**src/rtl/move_input_encoder_pkg.sv**
```systemverilog
// Shared definitions for the move input path and the game FSM.
// Contents: FSM state encoding, reject codes and the default board dimensions.
package move_input_encoder_pkg;

  typedef enum logic [2:0] {
    IDLE       = 3'd0,
    PRESS_DB   = 3'd1,
    VALIDATE   = 3'd2,
    OFFER      = 3'd3,
    RELEASE_DB = 3'd4
  } state_e;

  localparam logic [1:0] REJ_ONEHOT = 2'b01;
  localparam logic [1:0] REJ_FULL   = 2'b10;
  localparam logic [1:0] REJ_OVER   = 2'b11;

  localparam int BOARD_COLS       = 4;
  localparam int BOARD_ROWS       = 4;
  localparam int BOARD_CNT_W      = 3;
  localparam int DEBOUNCE_DEFAULT = 4;

endpackage

```
**src/rtl/btn_sync_debounce.sv**
```systemverilog
// Two-flop synchroniser plus a saturating run counter for a single asynchronous input.
// The owner picks the level to confirm (track); rise_ok/fall_ok fire once that level has held DEBOUNCE_CYCLES.
module btn_sync_debounce #(
  parameter int DEBOUNCE_CYCLES = 4
) (
  input  logic clk,
  input  logic rst_n,
  input  logic raw,
  input  logic track,
  input  logic hold,
  input  logic rearm,
  output logic level,
  output logic rise_ok,
  output logic fall_ok
);

  localparam int              CW      = $clog2(DEBOUNCE_CYCLES + 1);
  localparam logic [CW-1:0]   CNT_MAX = CW'(DEBOUNCE_CYCLES);

  logic          meta_q;
  logic          sync_q;
  logic [CW-1:0] cnt_q;
  logic [CW-1:0] cnt_d;
  logic [CW-1:0] base;

  // NOTE: sequential state uses non-blocking assignments so every flop samples pre-edge values.
  always_ff @(posedge clk or negedge rst_n) begin
    if (!rst_n) begin
      meta_q <= 1'b0;
      sync_q <= 1'b0;
      cnt_q  <= '0;
    end else begin
      meta_q <= raw;
      sync_q <= meta_q;
      cnt_q  <= cnt_d;
    end
  end

  // rearm counts from zero this cycle; hold parks the counter at zero.
  always_comb begin
    // NOTE: defaults first so no path leaves a variable unassigned and infers a latch.
    cnt_d = '0;
    base  = rearm ? '0 : cnt_q;
    if (!hold && (sync_q == track)) begin
      cnt_d = (base == CNT_MAX) ? CNT_MAX : base + CW'(1);
    end
  end

  assign level   = sync_q;
  assign rise_ok = track && (cnt_q == CNT_MAX);
  assign fall_ok = !track && (cnt_q == CNT_MAX);

endmodule

```
**src/rtl/move_input_encoder.sv**
```systemverilog
// Turns a bouncy push-button and one-hot column switches into a validated move offer
// (valid/ready) for the game logic, or a coded one-cycle reject pulse.
module move_input_encoder
  import move_input_encoder_pkg::*;
#(
  parameter int DEBOUNCE_CYCLES = DEBOUNCE_DEFAULT,
  parameter int NUM_COLS        = BOARD_COLS,
  parameter int NUM_ROWS        = BOARD_ROWS,
  parameter int CNT_W           = BOARD_CNT_W
) (
  input  logic                      clk,
  input  logic                      reset,
  input  logic                      btn_raw,
  input  logic [NUM_COLS-1:0]       sw,
  input  logic [NUM_COLS*CNT_W-1:0] col_counts,
  input  logic                      game_over,
  input  logic                      move_ready,
  output logic                      move_valid,
  output logic [1:0]                move_col,
  output logic [1:0]                move_row,
  output logic                      reject,
  output logic [1:0]                reject_code,
  output logic                      busy
);

  state_e             state_q;
  state_e             state_d;
  logic               btn_s;
  logic               rise_ok;
  logic               fall_ok;
  logic               db_track;
  logic               db_hold;
  logic               db_rearm;
  logic [NUM_COLS-1:0] sw_q;
  logic [NUM_COLS-1:0] sw_d;
  logic [CNT_W-1:0]   sel_cnt_q;
  logic [CNT_W-1:0]   sel_cnt_d;
  logic [CNT_W-1:0]   live_cnt;
  logic               move_valid_d;
  logic [1:0]         move_col_d;
  logic [1:0]         move_row_d;
  logic               reject_d;
  logic [1:0]         reject_code_d;

  // Lowest set bit wins; only meaningful once the one-hot check has passed.
  function automatic logic [1:0] col_index(input logic [NUM_COLS-1:0] v);
    logic [1:0] idx;
    idx = 2'd0;
    for (int c = NUM_COLS - 1; c >= 0; c--) begin
      if (v[c]) idx = 2'(c);
    end
    return idx;
  endfunction

  btn_sync_debounce #(
    .DEBOUNCE_CYCLES(DEBOUNCE_CYCLES)
  ) u_btn (
    .clk    (clk),
    .rst_n  (reset),
    .raw    (btn_raw),
    .track  (db_track),
    .hold   (db_hold),
    .rearm  (db_rearm),
    .level  (btn_s),
    .rise_ok(rise_ok),
    .fall_ok(fall_ok)
  );

  always_comb begin
    live_cnt = '0;
    for (int c = 0; c < NUM_COLS; c++) begin
      if (col_index(sw) == 2'(c)) live_cnt = col_counts[c*CNT_W +: CNT_W];
    end
  end

  always_ff @(posedge clk or negedge reset) begin
    if (!reset) begin
      state_q     <= IDLE;
      sw_q        <= '0;
      sel_cnt_q   <= '0;
      move_valid  <= 1'b0;
      move_col    <= 2'd0;
      move_row    <= 2'd0;
      reject      <= 1'b0;
      reject_code <= 2'd0;
    end else begin
      state_q     <= state_d;
      sw_q        <= sw_d;
      sel_cnt_q   <= sel_cnt_d;
      move_valid  <= move_valid_d;
      move_col    <= move_col_d;
      move_row    <= move_row_d;
      reject      <= reject_d;
      reject_code <= reject_code_d;
    end
  end

  always_comb begin
    state_d       = state_q;
    sw_d          = sw_q;
    sel_cnt_d     = sel_cnt_q;
    move_valid_d  = move_valid;
    move_col_d    = move_col;
    move_row_d    = move_row;
    reject_d      = 1'b0;
    reject_code_d = reject_code;
    db_track      = 1'b1;
    db_hold       = 1'b0;
    db_rearm      = 1'b0;

    unique case (state_q)
      IDLE: begin
        db_rearm = 1'b1;
        if (btn_s) state_d = PRESS_DB;
      end
      PRESS_DB: begin
        if (!btn_s) begin
          state_d = IDLE;
        end else if (rise_ok) begin
          sw_d      = sw;
          sel_cnt_d = live_cnt;
          state_d   = VALIDATE;
        end
      end
      VALIDATE: begin
        db_hold = 1'b1;
        state_d = RELEASE_DB;
        if (game_over) begin
          reject_d      = 1'b1;
          reject_code_d = REJ_OVER;
        end else if ($countones(sw_q) != 1) begin
          reject_d      = 1'b1;
          reject_code_d = REJ_ONEHOT;
        end else if (int'(sel_cnt_q) >= NUM_ROWS) begin
          reject_d      = 1'b1;
          reject_code_d = REJ_FULL;
        end else begin
          move_valid_d = 1'b1;
          move_col_d   = col_index(sw_q);
          move_row_d   = sel_cnt_q[1:0];
          state_d      = OFFER;
        end
      end
      OFFER: begin
        // The press is already confirmed; only the consumer can end the offer.
        db_hold = 1'b1;
        if (move_ready) begin
          move_valid_d = 1'b0;
          state_d      = RELEASE_DB;
        end
      end
      RELEASE_DB: begin
        db_track = 1'b0;
        if (fall_ok) state_d = IDLE;
      end
      default: state_d = IDLE;
    endcase
  end

  assign busy = (state_q != IDLE);

endmodule

```
**config.mk**
```make
export PLATFORM = sky130hd
export DESIGN_NAME = move_input_encoder
export DESIGN_NICKNAME = d
export VERILOG_FILES = /design/src/rtl/move_input_encoder_pkg.sv /design/src/rtl/btn_sync_debounce.sv /design/src/rtl/move_input_encoder.sv
export SDC_FILE = /design/constraint.sdc
export NUM_CORES = 1
export LEC_CHECK = 0
export CAP_MARGIN = 20
export CORE_ASPECT_RATIO = 0.6
export CORE_MARGIN = 3
export CORE_UTILIZATION = 53
export DETAILED_ROUTE_END_ITERATION = 8
export GPL_ROUTABILITY_DRIVEN = 0
export PLACE_DENSITY_LB_ADDON = 0.2
export SYNTH_ARGS = -nofsm -noshare
export SYNTH_HDL_FRONTEND = slang
export SYNTH_SLANG_ARGS = --single-unit
```
**constraint.sdc**
```tcl
create_clock -name clk -period 7.4 [get_ports clk]
set_input_delay 1.48 -clock clk [delete_from_list [all_inputs] [get_ports clk]]
set_output_delay 1.48 -clock clk [all_outputs]
set_load 0.03 [all_outputs]
```
==> results of run 1 <==
==> how the worst max path moves through the flow <==
stage | start | endpoint | slack (ps) | cells past startpoint
floorplan | state_q[1] | busy | 4840 | 3
global placement | game_over | move_row[0] | 4260 | 4
detailed placement | game_over | move_row[1] | 4170 | 4
CTS | state_q[0] | busy | 3970 | 2
global route | state_q[0] | busy | 3890 | 2
finish | state_q[0] | busy | 3960 | 2
==> state kept, by name, summed over array words and instances (netlist names) <==
register,count
move_col,2
move_row,2
move_valid,1
reject,1
reject_code,2
sel_cnt_q,3
state_q,3
sw_q,4
u_btn.cnt_q,3
u_btn.level,1
u_btn.meta_q,1
==> logic make-up (layout without fill, tap and decap cells) <==
family | count (synthesis) | count (layout) | share of synthesized area (%)
adder cells (fa/ha/maj) | 5 | 5 | 5.42
flip-flops | 23 | 23 | 44.5
multiplexers | 5 | 5 | 4.36
buffers and inverters | 21 | 49 | 6.49
AND/OR/NAND/NOR | 35 | 35 | 18.4
AO/OA/AOI/OAI | 39 | 39 | 20.8
==> report_power, final <==
group,switching [µW],leakage (µW),internal [µW],total (µW)
clock,36.6,0.0000228,38.4,75.0
sequential,41.3,0.000274,156,197
combinational,108,0.000437,96.7,205
total,186,0.000734,291,477
==> worst register-to-register path: stages, from the launching register on <==
cell and delay [ps]:
dfrtp_1 380, inv_1 90, fa_1 530, inv_1 40, ha_1 170, ha_1 310
nor4b_2 570, nand2_1 270, mux2_1 390
==> per-layer routing <==
| layer | track usage [%] | up-vias | routed length [µm] | share of wire [%] |
|---|---|---|---|---|
| li1 | - | 525 | - | - |
| met1 | 28.7 | 532 | 1320 | 46 |
| met2 | 32.8 | 44 | 1330 | 46 |
| met3 | 5.67 | 4 | 202 | 7.0 |
| met4 | 6.11 | 0 | 38 | 1.3 |
| met5 | 0 | - | 0 | 0 |
==> final cells by class <==
class / count / area (µm²) / share of cell area (%)
Tap cell: 30 / 37.5 / 2.25
Multi-Input combinational cell: 84 / 633 / 37.9
Clock buffer: 4 / 45.0 / 2.70
Sequential cell: 23 / 576 / 34.5
Inverter: 14 / 52.6 / 3.15
Timing Repair Buffer: 31 / 325 / 19.5
==> layout by cell type, fill, tap and decap left out, drive strengths merged, types with 2 or more instances in the layout <==
cell type / instances
nor3: 3
buf: 2
nor4b: 2
nor2: 2
a221o: 3
nor3b: 4
and2: 3
mux2: 5
clkbuf: 4
nand3: 5
nand2: 5
o2bb2ai: 2
o21ai: 7
clkdlybuf4s50: 29
dfrtp: 23
a31oi: 4
inv: 14
ha: 4
o31ai: 2
nand3b: 3
or3b: 2
a21oi: 11
o22a: 2
==> through the flow <==
stage	worst slack (ps)	util [%]
after floorplan	4840	-
after global placement	4260	71.1
after detailed placement	4170	71.1
after CTS	3970	73.1
after global routing	3890	74.4
final	3960	74.4
==> summary.md, run 1 <==
| Metric | Value |
|---|---|
| Outcome | complete, no violations |
| Delay-heaviest family, CP | buffers and inverters |
| Final hold slack | 362 ps |
| P_leak | 0.000734 µW |
| Cts hold-fix bufs | 0 |
| Placed Instances | 181 |
| Worst-Skew Late Latency | 260 ps |
| CP max FO | 14 |
| Critical Path RT | 5920 ps |
| Synth Flop Type | dfrtp_1 |
| Global-route wire length before repair | 4970 µm |
| Total power | 477 µW |
| DRT antenna net count | 0 |
| Worst vdd ir | 142 µV |
| Slew headroom | 61.6% |
| Placed cell area | 1600 µm² |
| Synth area leader | dfrtp_1 |
| Post-Syn Instances | 128 |
| Critical path capture point type | output pin |
| DP HPWL | 2250 µm |
| CP max stage delay | 640 ps |
| Asr flop ratio synth | 100% |
| Die X | 69.8 µm |
| Min-Delay Startpoint | u_btn.meta_q |
| R2R Path Start | sw_q[0] |
| Fin crit period | 3440 ps |
| Sink Count | 23 |
| Ports | 30 |
| Fin cells | 186 |
| Final setup TNS | 0 ps |
| Hold depth | 0 |
| Max_cap viols | 0 |
| Initial antenna violation count | 0 |
| RSZ-0062 raised after global routing | false |
| Die Span Y | 44.3 µm |
| TritonCTS Buffers | 3 |
| Final Max Slew Viols | 0 |
| Worst R2R Setup Slack | 4540 ps |
| Cell with the most instances after synthesis | dfrtp_1 |
| Post-CTS Setup Inserts | 0 |
| Clock root buffer | clkbuf_8 |
| Vias per cell | 5.94 |
| Global route overflow | 0 |
| Final worst-path cycle share | 46.4% |
| # fillers | 155 |
| Die area | 3090 µm² |
| Layout area overhead | 29.1% |
| Slowest CP cell | clkdlybuf4s50_1 |
| Yosys warning count | 0 |
| Reg-to-Reg End | move_row[1] |
| Hold Path Class | flop to flop |
| Clk buf depth | 2 |
| Row count | 13 |
| H-tree depth | 1 |
| WL per Instance | 15.5 µm |
| Nets | 183 |
| Synth area leaders | dfrtp_1 45%, mux2_1 4.4%, a21oi_1 4.3%, inv_1 4.1%, ha_1 3.9% |
| Number of global-route vias before repair | 1039 |
| Crit path launch type | flop |
| Final WL | 2880 µm |
| Iteration-0 DRC Markers | 68 |
| Post-synth net total | 154 |
| Post-synth EDFFs | 0 |
| Slew at the pin closest to its max-slew limit | 575 ps |
| Layout Skew | 4.03 ps |
| CTS tree | built |
| Residual DRC | 0 |
| Commonest cells in the netlist | 23 x dfrtp_1, 14 x inv_1, 11 x a21oi_1 |
| Share of cells above drive strength 1 | 6.41% |
| Number of synthesized register bits | 23 |
| Post-Syn Area | 1290 µm² |
| Worst path bufs/invs | 1 |
| Seq/Total Area, Yosys | 44.5% |
| PwrDens | 286 nW/µm² |
| ANT cells | 0 |
| WP data arrival | 1960 ps |
| Largest net degree at the start of global routing | 24 |
| Crit path kind | flop to output pin |
| Final instance area | 1670 µm² |
| CTS resizes | 0 |
| Core Box Area | 2240 µm² |
| Initial Utilization | 57.6% |
| Detailed-router iteration count before antenna repair | 4 |
| Vias post-DR | 1105 |
| Port buffer count | 29 |
| Reg2Reg Depth | 8 |
| Hold Fails Final Rpt | 0 |
| Post-synthesis area per instance | 10.1 µm² |
| Yosys cell types | 39 |
| Peak Freq | 291 MHz |
| Post-synth top area share | 44.5% |
| Total Routing Usage GR | 20.8% |
| Hold endpoint | u_btn.level |
| Setup Viol. Count Final | 0 |
| CTS clk-pin slew, worst paths | 80 ps |
| Critical Path, Cell by Cell | or3_1 > clkdlybuf4s50_1 |
Power figures use the tool's default switching activity.
==> run 2: changes to the inputs <==
--- a/config.mk
+++ b/config.mk
@@ -8,7 +8,7 @@
 export CAP_MARGIN = 20
 export CORE_ASPECT_RATIO = 0.6
 export CORE_MARGIN = 3
-export CORE_UTILIZATION = 53
+export CORE_UTILIZATION = 49
 export DETAILED_ROUTE_END_ITERATION = 8
 export GPL_ROUTABILITY_DRIVEN = 0
 export PLACE_DENSITY_LB_ADDON = 0.2
==> constraint.sdc (replaced) <==
create_clock -name clk -period 3.6 [get_ports clk]
set_input_delay 0.72 -clock clk [delete_from_list [all_inputs] [get_ports clk]]
set_output_delay 0.72 -clock clk [all_outputs]
set_load 0.03 [all_outputs]
==> summary.md, run 2 (synthesis results as in run 1) <==
| Metric | Value |
|---|---|
| WP data arrival | 2960 ps (+1000 ps) |
| Layout area overhead | 29.1% (unchanged) |
| Outcome | complete, no violations |
| Core Box Area | 2330 µm² (+3.6%) |
| Delay-heaviest family, CP | adder cells |
| Crit path kind | flop to flop |
| Final setup TNS | 0 ps (unchanged) |
| Most common cell after layout, fill and taps aside | clkdlybuf4s50_1 |
| Post-CTS Setup Inserts | 0 (unchanged) |
| WL per Instance | 15.0 µm (-3.3%) |
| Global-route wire length before repair | 4730 µm (-4.9%) |
| CTS clk-pin slew, worst paths | 80 ps (about the same) |
| Largest net degree at the start of global routing | 24 (unchanged) |
| Critical Path RT | 3750 ps (-2170 ps) |
| Sink Count | 23 (unchanged) |
| Worst path bufs/invs | 2 (+1) |
| Worst-Skew Late Latency | 260 ps (about the same) |
| Vias post-DR | 1069 (-3.3%) |
| Top reg by flops | sw_q |
| Initial antenna violation count | 0 (unchanged) |
| Share of cells above drive strength 1 | 6.41% (unchanged) |
| Clock root buffer | clkbuf_8 |
| Total power | 977 µW (+100%) |
| Fin crit period | 2820 ps |
| Ports | 30 (unchanged) |
| Total Routing Usage GR | 18.8% (-1.9 points) |
| Final Max Slew Viols | 0 (unchanged) |
| Iteration-0 DRC Markers | 37 (-46%) |
| Row count | 13 (unchanged) |
| Layout Skew | 10.4 ps (+6.33 ps) |
| TritonCTS Buffers | 3 (unchanged) |
| Critical Path, Cell by Cell | inv_1 > fa_1 > inv_1 > ha_1 > ha_1 > nor4b_2 > nand2_1 > mux2_1 |
| Clk buf depth | 2 (unchanged) |
| CP max stage delay | 560 ps (-80 ps) |
| Final instance area | 1670 µm² (unchanged) |
| PwrDens | 585 nW/µm² (+100%) |
| Final WL | 2790 µm (-3.3%) |
| Detailed-router iteration count before antenna repair | 4 (unchanged) |
| Global route overflow | 0 (unchanged) |
| Max FFs per register | 4 (unchanged) |
| Slowest CP cell | nor4b_2 |
| Die X | 72.3 µm (+3.7%) |
| Slew headroom | 62.3% (+0.67 points) |
| Die area | 3310 µm² (+7.2%) |
| Peak Freq | 355 MHz |
| Die Span Y | 45.8 µm (+3.5%) |
| ANT cells | 0 (unchanged) |
| Number of global-route vias before repair | 1053 (+1.3%) |
| Hold Path Class | flop to flop |
| Initial Utilization | 55.6% (-2.0 points) |
| H-tree depth | 1 (unchanged) |
| P_leak | 0.000734 µW (unchanged) |
| Setup Viol. Count Final | 0 (unchanged) |
| DP HPWL | 2150 µm (-4.6%) |
| Placed cell area | 1600 µm² (unchanged) |
| Fin cells | 186 (unchanged) |
| Nets | 183 (unchanged) |
| Commonest cells after routing, fill and taps aside | 29 x clkdlybuf4s50_1, 23 x dfrtp_1, 14 x inv_1, 11 x a21oi_1 |
| Crit path launch type | flop |
| DRT antenna net count | 0 (unchanged) |
| Final worst-path cycle share | 78.3% |
| Residual DRC | 0 (unchanged) |
| Slew at the pin closest to its max-slew limit | 565 ps (-10.0 ps) |
| Vias per cell | 5.75 (-3.3%) |
| CTS resizes | 0 (unchanged) |
| RSZ-0062 raised after global routing | false |
| Cts hold-fix bufs | 0 (unchanged) |
| Placed Instances | 181 (unchanged) |
| CP max FO | 7 (-7) |
| CTS tree | built |
| Worst vdd ir | 239 µV (+69%) |
| Port buffer count | 29 (unchanged) |
| Critical path capture point type | flop |
| Hold Fails Final Rpt | 0 (unchanged) |
| Max_cap viols | 0 (unchanged) |
## run 2: cell counts in the layout (fill, tap and decap cells not counted)
No cell type changed its count.
## run 2: final timing paths
| kind | from | end | slack (ps) | depth (start not counted) |
|---|---|---|---|---|
| worst max-delay path | sw_q[0] | move_col[1] | 780 | 8 |
| worst min-delay path | u_btn.meta_q | u_btn.level | 360 | 0 |
| worst max register to register | sw_q[0] | move_col[1] | 780 | 8 |
| worst min register to register | u_btn.meta_q | u_btn.level | 360 | 0 |
| max in group asynchronous | reset | sw_q[0] | 2480 | 2 |
| min in group asynchronous | reset | move_valid | 710 | 1 |
## run 2: metrics by stage
| step | hold slack [ps] | setup slack, ps | utilization, % |
|---|---|---|---|
| floorplan | 331 | 1040 | - |
| global placement | 335 | 893 | 68.6 |
| detailed placement | 346 | 777 | 68.6 |
| CTS | 363 | 772 | 70.6 |
| global route | 378 | 579 | 71.8 |
| finish | 358 | 783 | 71.8 |
## run 2: final cells by class
cell class	instances	area (µm²)
fillers	161	657
multi-input cells	84	633
repair buffers	31	325
clock buffers	4	45.0
well taps	30	37.5
flip-flops and latches	23	576
inverters	14	52.6
## run 2: metal layers
| metal | wire length [µm] | track usage [%] | vias to the layer above | share of wire, % |
|---|---|---|---|---|
| li1 | - | - | 526 | - |
| met1 | 1330 | 25.3 | 508 | 48 |
| met2 | 1270 | 31.5 | 33 | 46 |
| met3 | 172 | 5.51 | 2 | 6.2 |
| met4 | 8 | 2.25 | 0 | 0.29 |
| met5 | 0 | 0 | - | 0 |
## run 2: report_power, final
part,switching [µW],total [µW],internal [µW]
clock,76.0,155,78.8
combinational,218,417,199
sequential,84.4,405,320
